===== config.mk =====
export PLATFORM = sky130hd
export DESIGN_NAME = fp32_align_ctrl
export DESIGN_NICKNAME = d
export VERILOG_FILES = /design/src/rtl/fp32_align_ctrl.sv
export SDC_FILE = /design/constraint.sdc
export NUM_CORES = 1
export LEC_CHECK = 0
export BUFFER_PORTS_ARGS = -buffer_cell sky130_fd_sc_hd__buf_2
export CORE_MARGIN = 8
export CORE_UTILIZATION = 30
export CTS_BUF_LIST = sky130_fd_sc_hd__clkbuf_4
export CTS_CLUSTER_DIAMETER = 50
export CTS_CLUSTER_SIZE = 14
export DETAILED_ROUTE_END_ITERATION = 16
export GPL_TIMING_DRIVEN = 0
export SETUP_SLACK_MARGIN = 0.05
export SLEW_MARGIN = 20
export SYNTH_ARGS = -nofsm -noshare
export SYNTH_HDL_FRONTEND = slang
export SYNTH_SLANG_ARGS = --single-unit

===== constraint.sdc =====
create_clock -name clk -period 3.3 [get_ports clk]
set_input_delay 0.33 -clock clk [delete_from_list [all_inputs] [get_ports clk]]
set_output_delay 0.33 -clock clk [all_outputs]
set_load 0.01 [all_outputs]

===== src/rtl/fp32_align_ctrl.sv =====
// fp32_align_ctrl: exponent-alignment sequencer for the fp32 adder.
// On an accepted start it latches both operands and picks the one with the
// smaller exponent. That operand is loaded into the external temp register and
// shifted right |exp_a - exp_b| times, with the count saturated at MAX_SHIFT.
// Optional feature macro: FP32_ALIGN_STICKY_EN enables the sticky bit, which
// accumulates the bits shifted out of temp. With the macro undefined, sticky
// is tied to 0.
module fp32_align_ctrl #(
   parameter int MAX_SHIFT = 24
) (
   input  logic        clk,
   input  logic        reset,
   input  logic        start,
   input  logic [7:0]  exp_a,
   input  logic [7:0]  exp_b,
   input  logic [22:0] man_a,
   input  logic [22:0] man_b,
   input  logic        temp_lsb,
   output logic        ldt,
   output logic        shr,
   output logic [22:0] inp_temp,
   output logic [22:0] man_big,
   output logic [7:0]  exp_res,
   output logic        swap,
   output logic [4:0]  shift_cnt,
   output logic        busy,
   output logic        done,
   output logic        sticky
);

   typedef enum logic [1:0] {IDLE, LOAD, SHIFT, DONE} state_t;

   localparam logic [8:0] MAX9 = 9'(MAX_SHIFT);

   state_t      state, state_nxt;
   logic        a_lt_b;
   logic        accept;
   logic [8:0]  diff;
   logic [4:0]  cnt_cap;

   // Saturate on the full 9-bit difference so large gaps never wrap in 5 bits.
   assign a_lt_b  = (exp_a < exp_b);
   assign diff    = a_lt_b ? ({1'b0, exp_b} - {1'b0, exp_a})
                           : ({1'b0, exp_a} - {1'b0, exp_b});
   assign cnt_cap = (diff > MAX9) ? 5'(MAX_SHIFT) : diff[4:0];
   assign accept  = (state == IDLE) && start;

   // State register
   always_ff @(posedge clk or posedge reset) begin
      if (reset) state <= IDLE;
      else       state <= state_nxt;
   end

   // Next-state and Moore strobes
   always_comb begin
      state_nxt = state;
      ldt       = 1'b0;
      shr       = 1'b0;
      busy      = 1'b1;
      done      = 1'b0;
      case (state)
         IDLE: begin
            busy = 1'b0;
            if (start) state_nxt = LOAD;
         end
         LOAD: begin
            ldt       = 1'b1;
            state_nxt = (shift_cnt != 5'd0) ? SHIFT : DONE;
         end
         SHIFT: begin
            shr = 1'b1;
            if (shift_cnt <= 5'd1) state_nxt = DONE;
         end
         DONE: begin
            done      = 1'b1;
            state_nxt = IDLE;
         end
         default: state_nxt = IDLE;
      endcase
   end

   // Operand capture on the accepting edge; values hold until the next accept
   always_ff @(posedge clk or posedge reset) begin
      if (reset) begin
         swap     <= 1'b0;
         exp_res  <= 8'd0;
         inp_temp <= 23'd0;
         man_big  <= 23'd0;
      end else if (accept) begin
         swap     <= a_lt_b;
         exp_res  <= a_lt_b ? exp_b : exp_a;
         inp_temp <= a_lt_b ? man_a : man_b;
         man_big  <= a_lt_b ? man_b : man_a;
      end
   end

   // Remaining-shift counter: loaded on accept, one decrement per SHIFT cycle
   always_ff @(posedge clk or posedge reset) begin
      if (reset)                shift_cnt <= 5'd0;
      else if (accept)          shift_cnt <= cnt_cap;
      else if (state == SHIFT)  shift_cnt <= shift_cnt - 5'd1;
   end

`ifdef FP32_ALIGN_STICKY_EN
   // Sticky: cleared at load, then ORs in each bit about to leave temp
   always_ff @(posedge clk or posedge reset) begin
      if (reset)               sticky <= 1'b0;
      else if (state == LOAD)  sticky <= 1'b0;
      else if (state == SHIFT) sticky <= sticky | temp_lsb;
   end
`else
   logic unused_temp_lsb;
   assign unused_temp_lsb = temp_lsb;
   assign sticky          = 1'b0;
`endif

endmodule


; ---- Word-level counts from Yosys, hierarchy flattened
; Index checks and enable logic that the tools add are counted.
[op_classes]
n_addsub = 3
n_lt_le_gt_ge = 3
n_eq_ne = 5
mux = 15
reduce_logical = 5
[ops]
columns = cell, n
row1 = $mux W23, 2
row2 = $sub A8 B8 Y9, 2
row3 = $mux W5, 3
row4 = $gt A9 B5 Y1 const B, 1
row5 = $mux W9, 1
row6 = $lt A8 B8 Y1, 1
row7 = $mux W8, 1
row8 = $pmux W2 S4, 1
row9 = $le A5 B1 Y1 const B, 1
row10 = $mux W1, 5
row11 = $reduce_bool A5 Y1, 1
row12 = $sub A5 B1 Y5 const B, 1
row13 = $eq A2 B2 Y1 const B, 2
row14 = $mux W2, 2
row15 = $ne A2 B2 Y1 const B, 2
row16 = $eq A2 B1 Y1 const B, 1
row17 = $logic_not A2 Y1, 1
row18 = $reduce_and A2 Y1, 1
row19 = $reduce_bool A2 Y1, 1
row20 = $logic_and A1 B1 Y1, 1
[word_totals]
regBits = 62
inputBits = 66
out_inout_bits = 65
word_cells = 37

; ---- Longest topological paths before layout
; Gate-level depths: netlist of run 1.
[logic_depth]
depth_word = 5
ltp_mapped = 11

; ---- Worst setup path after synthesis of run 1
; Ideal clock, no wire load.
[synth_path]
path_kind = input -> register
start = input port exp_a[6]
end = register shift_cnt[1]
setup_time_ps = 80
arrival_ps = 2738
t_required_ps = 3220
slack_ps = 482
path_stages = 11
n_path_buf = 1
cell_sequence = inv_1 ha_1 buf_2 a21o_1 a221oi_4 a21boi_4 mux2i_1 xor2_1 nand4_4 a2111oi_2 a2bb2oi_1
[synth_between]
elab_chain_cells = 5
elab_cells_between_ends = 7
classes_between = 2 x add/sub / 2 x order compare / 3 x mux
[synth_rtl]
columns = element, line
row1 = "start, declared", 14  ; input logic [7:0] exp_a,
row2 = $sub A8 B8 Y9 (tied with other cells), 44  ; : ({1'b0, exp_a} - {1'b0, exp_b});
row3 = $mux W9 (*), 43  ; assign diff = a_lt_b ? ({1'b0, exp_b} - {1'b0, exp_a})
row4 = $gt A9 B5 Y1, 45  ; assign cnt_cap = (diff > MAX9) ? 5'(MAX_SHIFT) : diff[4:0];
row5 = $mux W5 (*), 45
row6 = $mux W5 (*), 100  ; else if (accept) shift_cnt <= cnt_cap;
row7 = "end signal, assigned", 100
row8 = "end signal, assigned", 101  ; else if (state == SHIFT) shift_cnt <= shift_cnt - 5'd1;
row9 = "end, declared", 25  ; output logic [4:0] shift_cnt,
; Every way passes the cells marked *; elsewhere a longest branch is shown, timed or not.
; A chain may end at the register's enable or synchronous reset.

; ---- Worst setup path after layout of run 1
[layout_path]
start = input port exp_a[5]
end = register shift_cnt[1]
; The elaborated chain is that of the path after synthesis.

==> results of run 1 <==
worst paths after layout:
kind / slack, ns / end
max in group asynchronous: 2.34 / man_big[0]
max: 0.45 / shift_cnt[1]
min: 0.21 / man_big[8]
max reg2reg: 1.01 / exp_res[0]
min in group asynchronous: 0.42 / man_big[10]
min reg2reg: 0.53 / swap
cells by family after synthesis:
| family | after synthesis | synth area share |
|---|---|---|
| other | 1 | 0.000982 |
| AND/OR/NAND/NOR | 98 | 0.112 |
| flip-flops | 62 | 0.406 |
| adder cells (fa/ha/maj) | 25 | 0.0859 |
| XOR/XNOR | 5 | 0.0115 |
| multiplexers | 50 | 0.132 |
| buffers and inverters | 53 | 0.0570 |
| AO/OA/AOI/OAI | 115 | 0.194 |
area by class of cell:
type	instances	area (um2)
Fill cell	1346	7650
Multi-Input combinational cell	294	2050
Sequential cell	62	1550
Timing Repair Buffer	130	671
Tap cell	172	215
Buffer	27	120
Inverter	26	100
Clock buffer	12	90.1
Clock inverter	4	71.3
power by group:
group | internal, mW | switching [mW]
Combinational | 0.728 | 1.04
Clock | 0.331 | 0.295
Sequential | 1.13 | 0.231
Total | 2.19 | 1.56
worst min-delay path, delay by kind of cell:
family | cells | cell delay (ns)
buf+inv | 1 | 0.09
compound gates | 1 | 0.13
mux | 1 | 0.06
per-layer routing:
layer / wire, um / part of all wire / global-route usage / vias up
li1: - / - / - / 1704
met1: 5140 / 0.43 / 0.173 / 1693
met2: 5590 / 0.47 / 0.238 / 103
met3: 952 / 0.080 / 0.0517 / 13
met4: 177 / 0.015 / 0.0581 / 0
met5: 0 / 0 / 0 / -
registers in the layout (all words and copies together) (netlist names):
| name | count |
|---|---|
| man_big | 23 |
| exp_res | 8 |
| swap | 1 |
| inp_temp | 23 |
| shift_cnt | 5 |
| state | 2 |
synthesized netlist by cell type, types with 3 or more instances:
| library cell | instances |
|---|---|
| a21oi_1 | 70 |
| buf_2 | 9 |
| nor3_1 | 3 |
| mux2i_1 | 48 |
| a31oi_1 | 3 |
| and3_1 | 4 |
| xnor2_1 | 3 |
| ha_1 | 23 |
| nor2b_1 | 5 |
| nor2_1 | 72 |
| clkbuf_1 | 16 |
| nand2_1 | 8 |
| a311oi_1 | 3 |
| o21ai_0 | 8 |
| a21o_1 | 7 |
| dfrtp_1 | 62 |
| inv_1 | 26 |
through the flow:
step / power, mW / setup TNS [ns] / cell area [um2] / std cells
after floorplan: 2.42 / 0 / 3820 / 409
after global placement: 3.12 / 0 / 4670 / 709
after detailed placement: 3.17 / -0.0215 / 4700 / 710
after CTS: 3.82 / 0 / 4870 / 727
after global routing: 4.08 / 0 / 4870 / 727
final: 3.75 / 0 / 4870 / 727
==> impl_results.md, run 1 <==
- Crit path from: exp_a[5]
- Port Buffers: about 130
- Htree depth: 3
- Utilization after layout: 0.389
- Max_slew headroom: 0.607
- CTS Buffer Depth: 2
- Leak: approximately 2.5 nW
- Netlist Area Pre-Place: ~3800 um2
- Post-synth net total: 500
- Largest stage delay, worst path: 0.42 ns
- Largest net degree at the start of global routing: 37
- Synth warn: 0
- Final Hold Fails: 0
- Ant. Diodes: 0
- Worst slack, placed: -0.0215 ns
- Chip Height: 129 um
- Root buf cell: clkbuf_4
- WL/cell: between 15 and 20 um
- Worst-path clk slew: 0.11 ns
- Vias: 3513
- Post-synth EDFFs: 0
- Clock Skews: 0.0147 ns
- Max-Cap Viols: 0
- Period utilisation layout: 0.864
- Total wire length: 11900 um
- Worst setup margin: 0.450 ns
- Core area: 12500 um2
- Critical path cell sequence: buf_2 > inv_1 > ha_1 > buf_2 > and3_1 > a221oi_4 > a21boi_4 > mux2i_1 > xor2_1 > nand4_4 > a2111oi_2 > a2bb2oi_1
- Layout cells sized above 1: 0.301
- Hold Path Class: input pin to flip-flop
- Max-slew violations: 0
- Critical Path Source Type: input pin
- Crit end category: flip-flop
- Detail Route Antenna Nets: 0
- Post-synth ARST share: 1.00
- CTS Buf Count: 9
- DP Wirelength: roughly 9400 um
- Synth top area share: 0.406
- Worst Path Required: 3.66 ns
- FP Rows: 41
- Num ports: 131
- Avg Cell Area, Syn: about 9.3 um2
- First-pass GRT wire length: approximately 19000 um
- Status: finished, final reports clean
- Fin crit period: around 2.8 ns
- Power Density: between 700 and 800 nW/um2
- TritonCTS clock tree: built
- HP Start: man_a[8]
- CP Buf/Inv Count: 3
- Synth unique cells: 48
- Hold buffers post-CTS: 1
- Initial Utilization: 0.305
- Vias in the first global route: 3696
- Most frequent cells in the layout: buf_2, nor2_1, a21oi_1, dfrtp_1, mux2i_1
- PostCTS Resize Cnt: 0
- Hold Path Depth: 3
- Yosys top cell by area: dfrtp_1
- #FFs+latches synth: 62
- Worst hold slack: 0.209 ns
- Final #Nets: 641
- Reg2reg start: state[0]
- RSZ-0062 raised after global routing: false
- Die ar.: roughly 17000 um2
- Max frequency: 351 MHz
- Seq/Total Area, Yosys: 0.406
- Peak VDD IR: 0.319 mV
- Final setup vio count: 0
- Initial DRT Pass Iterations: 4
- Die Span X: 129 um
- Worst-Skew Late Latency: between 0.4 and 0.5 ns
- Most common cell after layout, fill and taps aside: buf_2
- Post-synth top flop: dfrtp_1
- Mapped Cells: 409
- DR DRC count: 0
- DRT iter0 DRCs: 104
- Delay-heaviest family, CP: compound AO/OA/AOI/OAI gates
- Stages on worst setup path: 12
- FF-to-FF path depth: 7
- Area Growth Syn to Fin: 27.5%
- Worst Max-Slew Pin Slew: 0.590 ns
- Worst path most repeated cell: buf_2
- Slowest cell on crit path: a2111oi_2
- Overall Global Routing Usage: 0.146
- Clock sinks: 62
- Setup bufs post-CTS: 0
- GPL Wtd Cong: 0.788
- Vias per inst: slightly below 5
- Crit path kind: input pin to flip-flop
- Remaining global-route overflow: 0
- Initial antenna violation count: 0
- Crit path max fanout: 8
- Critical path arrival: 3.21 ns
- Largest cells by area after synthesis: dfrtp_1, mux2i_1, a21oi_1
Power figures use the tool's default switching activity.
==> run 2: changes to the inputs <==
--- a/config.mk
+++ b/config.mk
@@ -5,8 +5,9 @@
 export SDC_FILE = /design/constraint.sdc
 export NUM_CORES = 1
 export LEC_CHECK = 0
+export ABC_AREA = 1
 export BUFFER_PORTS_ARGS = -buffer_cell sky130_fd_sc_hd__buf_2
-export CORE_MARGIN = 8
+export CORE_MARGIN = 2
 export CORE_UTILIZATION = 30
 export CTS_BUF_LIST = sky130_fd_sc_hd__clkbuf_4
 export CTS_CLUSTER_DIAMETER = 50
==> run 2 against run 1 <==
  * Routed wire length grew 7.3%
  * Die area down 13%
  * Via count up 17%
  * First-iteration DRC count rose by 46%
  * Register-to-register slack gained 0.20 ns
  * Sequential power barely moved
  * Clock-buffer cell count down 3
  * Critical path depth is 5 lower
  * Flip-flop and latch count is the same
  * Sequential share of layout area down 1.4 points
  * Worst setup slack better by 0.76 ns
  * Largest cell class unchanged
  * Largest power group unchanged
==> impl_results.md, run 2 <==
- Status: finished, final reports clean
- Worst Max-Slew Pin Slew: 0.616 ns (+0.0261 ns)
- Clock Skews: 0.0123 ns (-0.00234 ns)
- Final instance area: 5090 um2 (+4.5%)
- FF-to-FF setup slack: 1.21 ns (+0.20 ns)
- Critical Path Source Type: flip-flop
- Die ar.: 14400 um2 (-13%)
- RSZ-0062 raised after global routing: false
- Avg Cell Area, Syn: 6.96 um2 (-25%)
- Peak VDD IR: 0.299 mV (-6.5%)
- Die Span X: 120 um (-6.9%)
- Max-slew violations: 0 (unchanged)
- Chip Height: 120 um (-6.9%)
- Max_slew headroom: 0.589 (-0.0174)
- WL/cell: 14.1 um (-13%)
- Worst slack, placed: 0.755 ns (+0.777 ns)
- CTS Buffer Depth: 2 (unchanged)
- Leak: 2.87 nW (+16%)
- Synth warn: 0 (unchanged)
- First-pass GRT wire length: 20500 um (+8.8%)
- Mapped Cells: 579 (+42%)
- Synth unique cells: 27 (-44%)
- HP Start: man_b[1]
- Largest stage delay, worst path: 0.50 ns (+0.08 ns)
- Final #Nets: 811 (+27%)
- Initial Utilization: 0.305 (+0.000467)
- Crit end category: flip-flop
- Largest cells by area after synthesis: dfrtp_1, nand2_1, o21ai_0
- Slowest cell on crit path: clkbuf_1
- CTS Buf Count: 9 (unchanged)
- Crit path kind: flip-flop to flip-flop
- Overall Global Routing Usage: 0.183 (+0.0368)
- FF-to-FF path depth: 7 (unchanged)
- Utilization after layout: 0.386 (-0.00324)
- Final setup vio count: 0 (unchanged)
- Post-synth net total: 670 (+34%)
- Initial DRT Pass Iterations: 4 (unchanged)
- Worst-Skew Late Latency: 0.43 ns (about the same)
- Worst-path clk slew: 0.13 ns (+0.02 ns)
- Core area: 13200 um2 (+5.4%)
- Number of fill cells: 1428 (+6.1%)
- Max-Cap Viols: 0 (unchanged)
- Vias: 4123 (+17%)
- Fin crit period: 2.09 ns (-0.764 ns)
- Top flop regs: inp_temp (23), man_big (23), exp_res (8)
- Detail Route Antenna Nets: 0 (unchanged)
- Power Density: 740 nW/um2 (-4.0%)
- Post-synth top flop: dfrtp_1
- DR DRC count: 0 (unchanged)
- Worst hold slack: 0.140 ns (-0.0691 ns)
- Non-filler cells, final: 901 (+24%)
- Vias in the first global route: 4099 (+11%)
- Initial antenna violation count: 1 (+1)
- Ant. Diodes: 0 (unchanged)
- Area Growth Syn to Fin: 26.2%
- Largest net degree at the start of global routing: 47 (+27%)
- FF-to-FF End: inp_temp[5]
- Cell with the most instances after synthesis: nand2_1
- DRT iter0 DRCs: 152 (+46%)
- FP Rows: 42 (+2.4%)
- Vias per inst: 4.58 (-5.3%)
- TritonCTS clock tree: built
- Setup TNS: 0 ns (unchanged)
- Post-synth ARST share: 1.00 (unchanged)
- Final Hold Fails: 0 (unchanged)
- #FFs+latches synth: 62 (unchanged)
- Port Buffers: 128 (unchanged)
- CP Buf/Inv Count: 3 (unchanged)
- Num ports: 131 (unchanged)
- Critical path cell sequence: inv_1 > ha_1 > nand2_1 > clkbuf_1 > clkbuf_1 > nand2_1 > o21ai_0
- Post-synth EDFFs: 0 (unchanged)
- Most frequent cells in the layout: nand2_1, buf_2, inv_1, o21ai_0, dfrtp_1
- GPL Wtd Cong: 0.865 (+9.8%)
- Yosys top cell by area: dfrtp_1
- Htree depth: 3 (unchanged)
- Root buf cell: clkbuf_4
- Delay-heaviest family, CP: buffers and inverters
- Max frequency: 479 MHz (+37%)
- Most common cell after layout, fill and taps aside: nand2_1
- Hold Path Class: input pin to flip-flop
- Netlist Area Pre-Place: 4030 um2 (+5.5%)
- Hold Path Depth: 3 (unchanged)
- Worst Path Required: 3.65 ns (about the same)
- Synth top area share: 0.385 (-0.0213)
- Reg2reg start: state[0]
- Remaining global-route overflow: 0 (unchanged)
- Critical path arrival: 2.44 ns (-0.77 ns)
- DP Wirelength: 9650 um (+3.1%)
- Hold EP: man_big[1]
- Crit path max fanout: 10 (+2)
- DP Cell Count: 884 (+25%)
- Total wire length: 12700 um (+7.3%)
- Synth top cells by count: nand2_1, inv_1, o21ai_0
- Seq/Total Area, Yosys: 0.385 (-0.0213)
- Worst setup margin: 1.21 ns (+0.764 ns)
- DP Area: 4920 um2 (+4.8%)
- Clock sinks: 62 (unchanged)
- Final Total Pwr: 3.77 mW (+0.33%)
- Period utilisation layout: 0.632 (-0.232)
- Layout cells sized above 1: 0.225 (-0.0761)
## run 2: changes by cell type after synthesis, sizes merged, moves of 7 or more
cell | before | now
mux2i | 48 | 0
o21ai | 9 | 72
a21oi | 70 | 57
nand3 | 0 | 25
a21o | 7 | 0
inv | 26 | 78
nor2 | 72 | 52
nand2 | 8 | 164
## run 2: cell families after synthesis
group / Yosys count / synth area share
and+or+nand+nor: 248 / 0.249
AOI/OAI and AO/OA: 132 / 0.166
buffers and inverters: 104 / 0.102
DFF: 62 / 0.385
adders and majority gates: 25 / 0.0814
xor gates and xnor gates: 7 / 0.0152
other: 1 / 0.000931
## run 2: power by group
group | total [mW] | leakage, nW | internal, mW | switching [mW]
clock | 0.625 | 0.0894 | 0.303 | 0.322
sequential | 1.36 | 0.752 | 1.13 | 0.230
combinational | 1.78 | 2.03 | 0.684 | 1.10
## run 2: layout make-up
class,instances,area [um2],share of cell area
tap,176,220,0.0433
clock buffer,9,67.6,0.0133
sequential,62,1550,0.305
multi-input combinational,413,2070,0.406
buffer,26,118,0.0231
timing repair buffer,130,678,0.133
clock inverter,7,88.8,0.0175
inverter,78,295,0.0581
## run 2: worst max path at each step
stage | start | endpoint | slack, ns | depth (start not counted)
3_3_place_gp | reset | state[1] | 0.42 | 2
5_1_grt | state[0] | man_big[13] | 0.89 | 7
3_5_place_dp | exp_a[3] | man_big[22] | 0.76 | 13
6_report | state[0] | inp_temp[5] | 1.21 | 7
2_1_floorplan | exp_a[2] | shift_cnt[4] | 1.34 | 16
4_1_cts | state[0] | inp_temp[1] | 1.15 | 7
## run 2: worst min-delay path, delay by kind of cell
family / cells / cell delay, ns
buffers and inverters: 1 / 0.10
AO/OA/AOI/OAI: 1 / 0.06
AND/OR/NAND/NOR: 1 / 0.05
## run 2: metal layers
metal / up-vias / wire length (um) / track usage
met3: 15 / 973 / 0.0561
met1: 1872 / 5640 / 0.224
li1: 2113 / - / -
met5: - / 0 / 0
met4: 0 / 184 / 0.0537
met2: 123 / 5930 / 0.310
## run 2: timing repair
action,in CTS,in global routing
buffers inserted,0,0
hold buffers,1,0
resized for setup,0,0
hold endpoints to repair,16,0
==> run 3: changes to the inputs <==
==> constraint.sdc (replaced) <==
create_clock -name clk -period 1.9 [get_ports clk]
set_input_delay 0.19 -clock clk [delete_from_list [all_inputs] [get_ports clk]]
set_output_delay 0.19 -clock clk [all_outputs]
set_load 0.01 [all_outputs]
==> run 3 against run 2 <==
  * Flip-flop and latch count stayed put
  * Utilization increased by 2.9 points
  * Routed wire length is 3.3% higher
  * Sequential power grew 74%
  * Sequential share of layout area down 2.1 points
  * Critical path depth increased by 7
  * Total power is 78% higher
  * Clock-buffer cell count stayed put
  * Clock skew fell by 0.0021 ns
  * Highest routed layer unchanged
==> impl_results.md, run 3 (synthesis results as in run 2) <==
- Status: finished, final reports clean
- Crit path kind: input pin to flip-flop
- Remaining global-route overflow: 0 (unchanged)
- Fin crit period: ~1.8 ns
- Final instance area: 5470 um2 (+7.6%)
- RSZ-0062 raised after global routing: true
- Final Total Pwr: 6.70 mW (+78%)
- Core area: 13200 um2 (unchanged)
- Total wire length: 13100 um (+3.3%)
- CTS Buf Count: 9 (unchanged)
- Final #Nets: 835 (+3.0%)
- Worst hold slack: 0.0199 ns (-0.120 ns)
- Period utilisation layout: 0.925
- Root buf cell: clkbuf_4
- DR DRC count: 0 (unchanged)
- Worst Path Required: 2.25 ns (-1.40 ns)
- WL/cell: 14.2 um (+0.65%)
- FP Rows: 42 (unchanged)
- Largest net degree at the start of global routing: 47 (unchanged)
- Die Span X: 120 um (unchanged)
- Num ports: 131 (unchanged)
- Max-slew violations: 0 (unchanged)
- Hold EP: man_big[2]
- Vias in the first global route: 4170 (+1.7%)
- FF-to-FF End: shift_cnt[1]
- FF-to-FF setup slack: 0.22 ns (-0.99 ns)
- Most common cell after layout, fill and taps aside: nand2_1
- Detail Route Antenna Nets: 0 (unchanged)
- Crit end category: flip-flop
- DP Area: 4920 um2 (unchanged)
- Htree depth: 3 (unchanged)
- Peak VDD IR: 0.531 mV (+78%)
- Reg2reg start: state[0]
- Initial DRT Pass Iterations: 4 (unchanged)
- Worst slack, placed: -0.505 ns (-1.26 ns)
- Critical Path Source Type: input pin
- DP Wirelength: 9650 um (unchanged)
- Max-Cap Viols: 0 (unchanged)
- Power Density: 1220 nW/um2 (+65%)
- Vias per inst: 4.57 (about the same)
- Leak: 3.04 nW (+5.9%)
- HP Start: man_b[2]
- Worst setup margin: 0.143 ns (-1.07 ns)
- Chip Height: 120 um (unchanged)
- Port Buffers: 128 (unchanged)
- Worst-path clk slew: 0.12 ns (about the same)
- Area Growth Syn to Fin: 35.8%
- Die ar.: 14400 um2 (unchanged)
- Ant. Diodes: 0 (unchanged)
- Layout cells sized above 1: 0.270 (+0.0449)
- Crit path max fanout: 7 (-3)
- First-pass GRT wire length: 20700 um (+0.87%)
- Initial antenna violation count: 0 (-1)
- Worst-Skew Late Latency: 0.42 ns (about the same)
- Clock Skews: 0.0102 ns (-0.00212 ns)
- Most frequent cells in the layout: nand2_1, buf_2, inv_1, o21ai_0, dfrtp_1
- DRT iter0 DRCs: 166 (+9.2%)
- Final setup vio count: 0 (unchanged)
- Initial Utilization: 0.305 (unchanged)
- Setup TNS: 0 ns (unchanged)
- FF-to-FF path depth: 8 (+1)
- CTS Buffer Depth: 2 (unchanged)
- GPL Wtd Cong: 0.865 (unchanged)
- Max frequency: 569 MHz
- Critical path arrival: 2.10 ns (-0.34 ns)
- TritonCTS clock tree: built
- Hold Path Class: input pin to flip-flop
- Vias: 4229 (+2.6%)
- Final Hold Fails: 0 (unchanged)
- Overall Global Routing Usage: 0.184 (+0.00121)
- Top flop regs: inp_temp (23), man_big (23), exp_res (8)
- Hold Path Depth: 3 (unchanged)
- Clock sinks: 62 (unchanged)
## run 3: power breakdown
group	total, mW	leakage (nW)	internal, mW	switching (mW)
Sequential	2.36	0.752	1.96	0.400
Clock	1.08	0.0894	0.527	0.551
Combinational	3.26	2.20	1.30	1.96
Total	6.70	3.04	3.79	2.91
## run 3: worst max-delay path, cell delays in order
cell     delay, ns
buf_2         0.11
inv_1         0.04
ha_2          0.38
inv_1         0.11
nor2_4        0.16
nand3_2       0.12
nand3_4       0.16
buf_8         0.14
nand3_1       0.06
nand2_1       0.10
nand2_1       0.09
nor2_4        0.19
nand3_1       0.09
a21oi_1       0.14
## run 3: metrics by stage
step            util  std cells
6_report       0.415        925
5_1_grt        0.415        925
2_1_floorplan      -        579
3_5_place_dp   0.373        884
3_3_place_gp   0.371        883
4_1_cts        0.400        918
## run 3: routing by layer
layer | up-vias | track usage | part of all wire
met4 | 0 | 0.0544 | 0.013
met3 | 15 | 0.0523 | 0.077
met2 | 123 | 0.314 | 0.47
li1 | 2163 | - | -
met5 | - | 0 | 0
met1 | 1928 | 0.227 | 0.44
## run 3: layout make-up
type	instances	area, um2
buffer	26	161
clock buffer	9	67.6
clock inverter	7	88.8
fill	1406	7720
inverter	78	305
multi-input combinational	413	2160
sequential	62	1550
tap	176	220
timing repair buffer	154	918
## run 3: how the worst max path moves through the flow
stage | startpoint | end | slack, ns
final | exp_a[5] | shift_cnt[2] | 0.14
after global routing | exp_a[2] | shift_cnt[4] | 0.04
after CTS | exp_a[3] | man_big[22] | 0.05
after detailed placement | exp_a[3] | man_big[22] | -0.50
after global placement | reset | state[1] | -0.84
after floorplan | exp_a[2] | shift_cnt[4] | 0.08
## run 3: repair_timing
item                                    CTS  global route
hold buffers                             18             0
hold endpoints to repair                 42             0
cloned                                    0             1
endpoints found under the setup margin   56            60
setup buffers                             0             6
pin swaps                                 0             2
gates resized for setup                  15            46
